### src/rtl/spw_tx_fifo.sv
// spw_tx_fifo: host-to-SpaceWire transmit FIFO (RAM + output register) released by the tx_ready handshake.
// Optional stored-packet counter enabled by defining SPW_TX_FIFO_PKTCNT_EN.
module spw_tx_fifo #(
    parameter int DEPTH = 16,
    parameter int LW = $clog2(DEPTH) + 1
) (
    input  logic          pclk,
    input  logic          resetn,
    input  logic          flush,
    input  logic          wr_en,
    input  logic [8:0]    wr_data,
    output logic          full,
    output logic          empty,
    output logic [LW-1:0] level,
    output logic          overflow,
    input  logic          link_run,
    input  logic          tx_ready,
    output logic          tx_write,
    output logic [8:0]    tx_data,
    output logic [LW-1:0] pkt_count
);
    localparam int PW = $clog2(DEPTH - 1);

    logic [8:0]    ram [DEPTH-1];
    logic [PW-1:0] wp, rp;
    logic [LW-1:0] ram_cnt;
    logic          out_valid;
    logic [8:0]    out_reg;
    logic          xfer, wr_acc, ram_empty, bypass, load, ram_wr;

    function automatic logic [PW-1:0] nxt(input logic [PW-1:0] p);
        return (p == PW'(DEPTH - 2)) ? '0 : p + 1'b1;
    endfunction

    assign full      = level == LW'(DEPTH);
    assign empty     = level == '0;
    assign tx_write  = out_valid && link_run;
    assign tx_data   = out_reg;
    assign xfer      = tx_write && tx_ready;
    assign wr_acc    = wr_en && !full;
    assign ram_empty = ram_cnt == '0;
    // An empty output register implies an empty RAM, so a refill from RAM only follows a transfer.
    assign load      = xfer && !ram_empty;
    assign bypass    = wr_acc && ram_empty && (!out_valid || xfer);
    assign ram_wr    = wr_acc && !bypass;

    always_ff @(posedge pclk) begin
        if (ram_wr)
            ram[wp] <= wr_data;
    end

    always_ff @(posedge pclk) begin
        if (!resetn || flush) begin
            wp        <= '0;
            rp        <= '0;
            ram_cnt   <= '0;
            out_valid <= 1'b0;
            out_reg   <= '0;
            level     <= '0;
            overflow  <= 1'b0;
        end else begin
            if (ram_wr)
                wp <= nxt(wp);
            if (load)
                rp <= nxt(rp);
            ram_cnt <= ram_cnt + LW'(ram_wr) - LW'(load);
            if (bypass || load) begin
                out_valid <= 1'b1;
                out_reg   <= load ? ram[rp] : wr_data;
            end else if (xfer) begin
                out_valid <= 1'b0;
            end
            level <= level + LW'(wr_acc) - LW'(xfer);
            if (wr_en && full)
                overflow <= 1'b1;
        end
    end

`ifdef SPW_TX_FIFO_PKTCNT_EN
    logic [LW-1:0] pkt;

    always_ff @(posedge pclk) begin
        if (!resetn || flush)
            pkt <= '0;
        else
            pkt <= pkt + LW'(wr_acc && wr_data[8]) - LW'(xfer && out_reg[8]);
    end

    assign pkt_count = pkt;
`else
    assign pkt_count = '0;
`endif

endmodule

### config.mk
export PLATFORM = sky130hd
export DESIGN_NAME = spw_tx_fifo
export DESIGN_NICKNAME = d
export VERILOG_FILES = /design/src/rtl/spw_tx_fifo.sv
export SDC_FILE = /design/constraint.sdc
export NUM_CORES = 1
export LEC_CHECK = 0
export ABC_AREA = 1
export CAP_MARGIN = 20
export CORE_UTILIZATION = 50
export DETAILED_ROUTE_END_ITERATION = 10
export PLACE_DENSITY = 0.79
export SYNTH_ARGS = -nofsm -noshare
export SYNTH_HDL_FRONTEND = slang
export SYNTH_SLANG_ARGS = --single-unit
### constraint.sdc
create_clock -name pclk -period 3.2 [get_ports pclk]
set_input_delay 0.8 -clock pclk [delete_from_list [all_inputs] [get_ports pclk]]
set_output_delay 0.8 -clock pclk [all_outputs]
set_load 0.05 [all_outputs]
==> results.md <==
* Status: finished with violations
* Failing checks: DRC
* 1st-iter DRT viols at 456
* Critical Path Fanout Max at 3
* CP Capture Type: primary output
* Root Buffer: clkbuf_16
* Hold Fails Final Rpt at 0
* Cts hold-fix bufs at 0
* Port Buffer Count at 32
* Maximum Capacitance Violations at 0
* Least-Margin Pin Slew at between 0.8 and 0.9 ns
* CTS resizes at 0
* Pin count of the biggest net entering global routing at 53
* Ant. Diodes at 0
* Synth cell types at 37
* Mapped Area at 7430 sq um
* H-Tree Depth at 4
* Final-report setup violation count at 0
* Die Span Y at 123.9 um
* Critical Path RT at 2.40 ns
* Initial Utilization at 0.5112
* Syn. warnings at 0
* I/O Pins at 38
* Yosys top cell area share at 0.5456
* Die width at 123.9 um
* Top cells by area, synth: edfxtp_1, nand2_1, dfxtp_1, nand3_1, inv_1
* Core area at 14530 sq um
* Routed via count at about 5200
* Unrepaired setup endpoints after global routing: false
* Worst EP arrival at 2.06 ns
* Syn_area_per_cell at ~10 sq um
* Fin cells at 989
* #FFs+latches synth at 168
* WHS Path Cells at 2
* ANT nets after route at 0
* Slew Limit Fails at 0
* First-pass GRT wire length at 26.50 mm
* GP Congestion at 0.8361
* CTS tree: done
* Setup bufs post-CTS at 0
* WL per Instance at approximately 17 um
* GR Util All Layers at 0.2371
* Register area share after synthesis at 0.6346
* Total Power at 4.466 mW
* Relative slew slack at 0.4571
* Tmin final at 2.864 ns
* Clock Latency Late Sink at 0.43 ns
* Storage cell area at 4716 sq um
* Max Clock Skew at 0.006151 ns
* # DRC at 2
* Final Util at 0.5888
* CTS Sinks at between 150 and 200
* Max clock buf depth at 2
* Share of post-route cells with drive strength above 1 at 0.09689
* Placed cell count at 957
* Fill count at 1165
* Achievable Freq at 349.2 MHz
* Worst Hold Class: flip-flop to flip-flop
* Nets at 821
* R2R depth at 14
* DP HPWL at between 10 and 15 mm
* Site row count at 44
* DRT Wirelength at between 15 and 20 mm
* Num CTS Buffers at 17
* Pre-antenna DRT Iters at 8
* PD cells at about 520 nW/um^2
* Grt ovf at 0
* VDD IR max at around 0.31 mV
* Multi-input logic area at 2166 sq um
* Cell taking the most area after synthesis: edfxtp_1
* Via/cell ratio at 5.300
* Vias in the first global route at 5056
* Crit path kind: flip-flop to primary output
* Leak Pwr at 3.450 nW
* Area growth syn-to-layout at 15.19%
* Die ar. at 15350 sq um
* Crit share post-route at 0.8950
* Worst setup SP type: flip-flop
* Initial antenna violation count at 0
* Gate Count Post-Synth at about 740
* Worst-path clk slew at roughly 0.06 ns
[critical path, cell delays in order, from the launching register on]
cell             delay (ns)
dfxtp_1                0.33
inv_1                  0.08
ha_1                   0.17
nand4_1                0.15
inv_1                  0.11
clkdlybuf4s50_1        0.80
[cells in the final DEF, fill, tap and decap left out, drive strengths merged, types with 7 or more instances in the layout]
master	instances
a21oi	30
buf	32
clkbuf	19
clkdlybuf4s50	31
clkinv	10
dfxtp	33
edfxtp	135
ha	12
inv	89
nand2	216
nand3	98
nand3b	7
nor2	53
o21ai	12
[routing by layer]
metal	track usage	routed length, um	share of wire	up-vias
li1	-	-	-	2538
met1	0.3101	6400	0.39	2473
met2	0.3931	8475	0.52	196
met3	0.03938	1116	0.068	35
met4	0.09821	432	0.026	0
met5	0	0	0	-
[sequential cells by signal (all words and copies together), names as in the netlist, named ones only]
signal / count
ram: 135
tx_data: 9
level: 5
ram_cnt: 5
rp: 4
wp: 4
out_valid: 1
overflow: 1
[synth_stat cells]
cell type / n
nand3_1: 97
dfxtp_1: 33
fa_1: 2
o211ai_1: 2
nor3_1: 5
ha_1: 12
edfxtp_1: 135
nor2_2: 2
a31oi_1: 2
buf_4: 10
xnor2_1: 1
nand4_1: 3
buf_1: 1
nand3_2: 1
inv_6: 1
inv_2: 4
a211oi_1: 1
nor2_8: 2
o31ai_1: 1
o21ai_0: 9
nand3b_1: 7
clkinv_1: 2
inv_4: 1
conb_1: 1
a21boi_4: 1
inv_1: 80
nand2_2: 2
buf_6: 7
buf_2: 10
o21ai_1: 3
nor2_1: 49
xor2_1: 2
nand2_4: 1
a21oi_1: 30
nand2_1: 213
clkbuf_1: 5
o21a_1: 1
[cell families after synthesis]
kind of cell / count (synthesis) / share of synthesized area
AO/OA/AOI/OAI: 50 / 0.03755
XOR/XNOR: 3 / 0.003537
adder cells (fa/ha/maj): 14 / 0.02560
buffers and inverters: 121 / 0.07595
flip-flops: 168 / 0.6346
other: 1 / 0.0005047
AND/OR/NAND/NOR: 382 / 0.2223
[power breakdown]
part / internal (mW) / switching (mW)
Sequential: 2.37 / 0.00831
Combinational: 0.0801 / 0.168
Clock: 1.00 / 0.839
[stage by stage]
step           hold slack, ns     TNS, ns  instance area [sq um]  setup WS, ns
2_1_floorplan          0.4578           0                   7445        0.3629
3_3_place_gp           0.4399  -0.0002671                   8025    -0.0002671
3_5_place_dp           0.4510    -0.03370                   8025      -0.03370
4_1_cts                0.4601           0                   8558        0.3298
5_1_grt                0.4935           0                   8558        0.1848
6_report               0.4631           0                   8558        0.3359
[worst paths after layout]
| check | slack (ns) | to | from |
|---|---|---|---|
| hold / removal | 0.46 | overflow | overflow |
| setup / recovery | 0.34 | full | level[2] |
| hold reg to reg | 0.46 | overflow | overflow |
| setup reg to reg | 0.63 | ram_cnt[4] | level[2] |
[cell type report]
class | instances | area share
well taps | 184 | 0.02690
inverters | 88 | 0.03947
clock buffers | 19 | 0.05058
repair buffers | 63 | 0.06725
flip-flops and latches | 168 | 0.5510
multi-input cells | 454 | 0.2531
clock inverters | 13 | 0.01170
No activity file was read; power rests on OpenSTA's default activity.
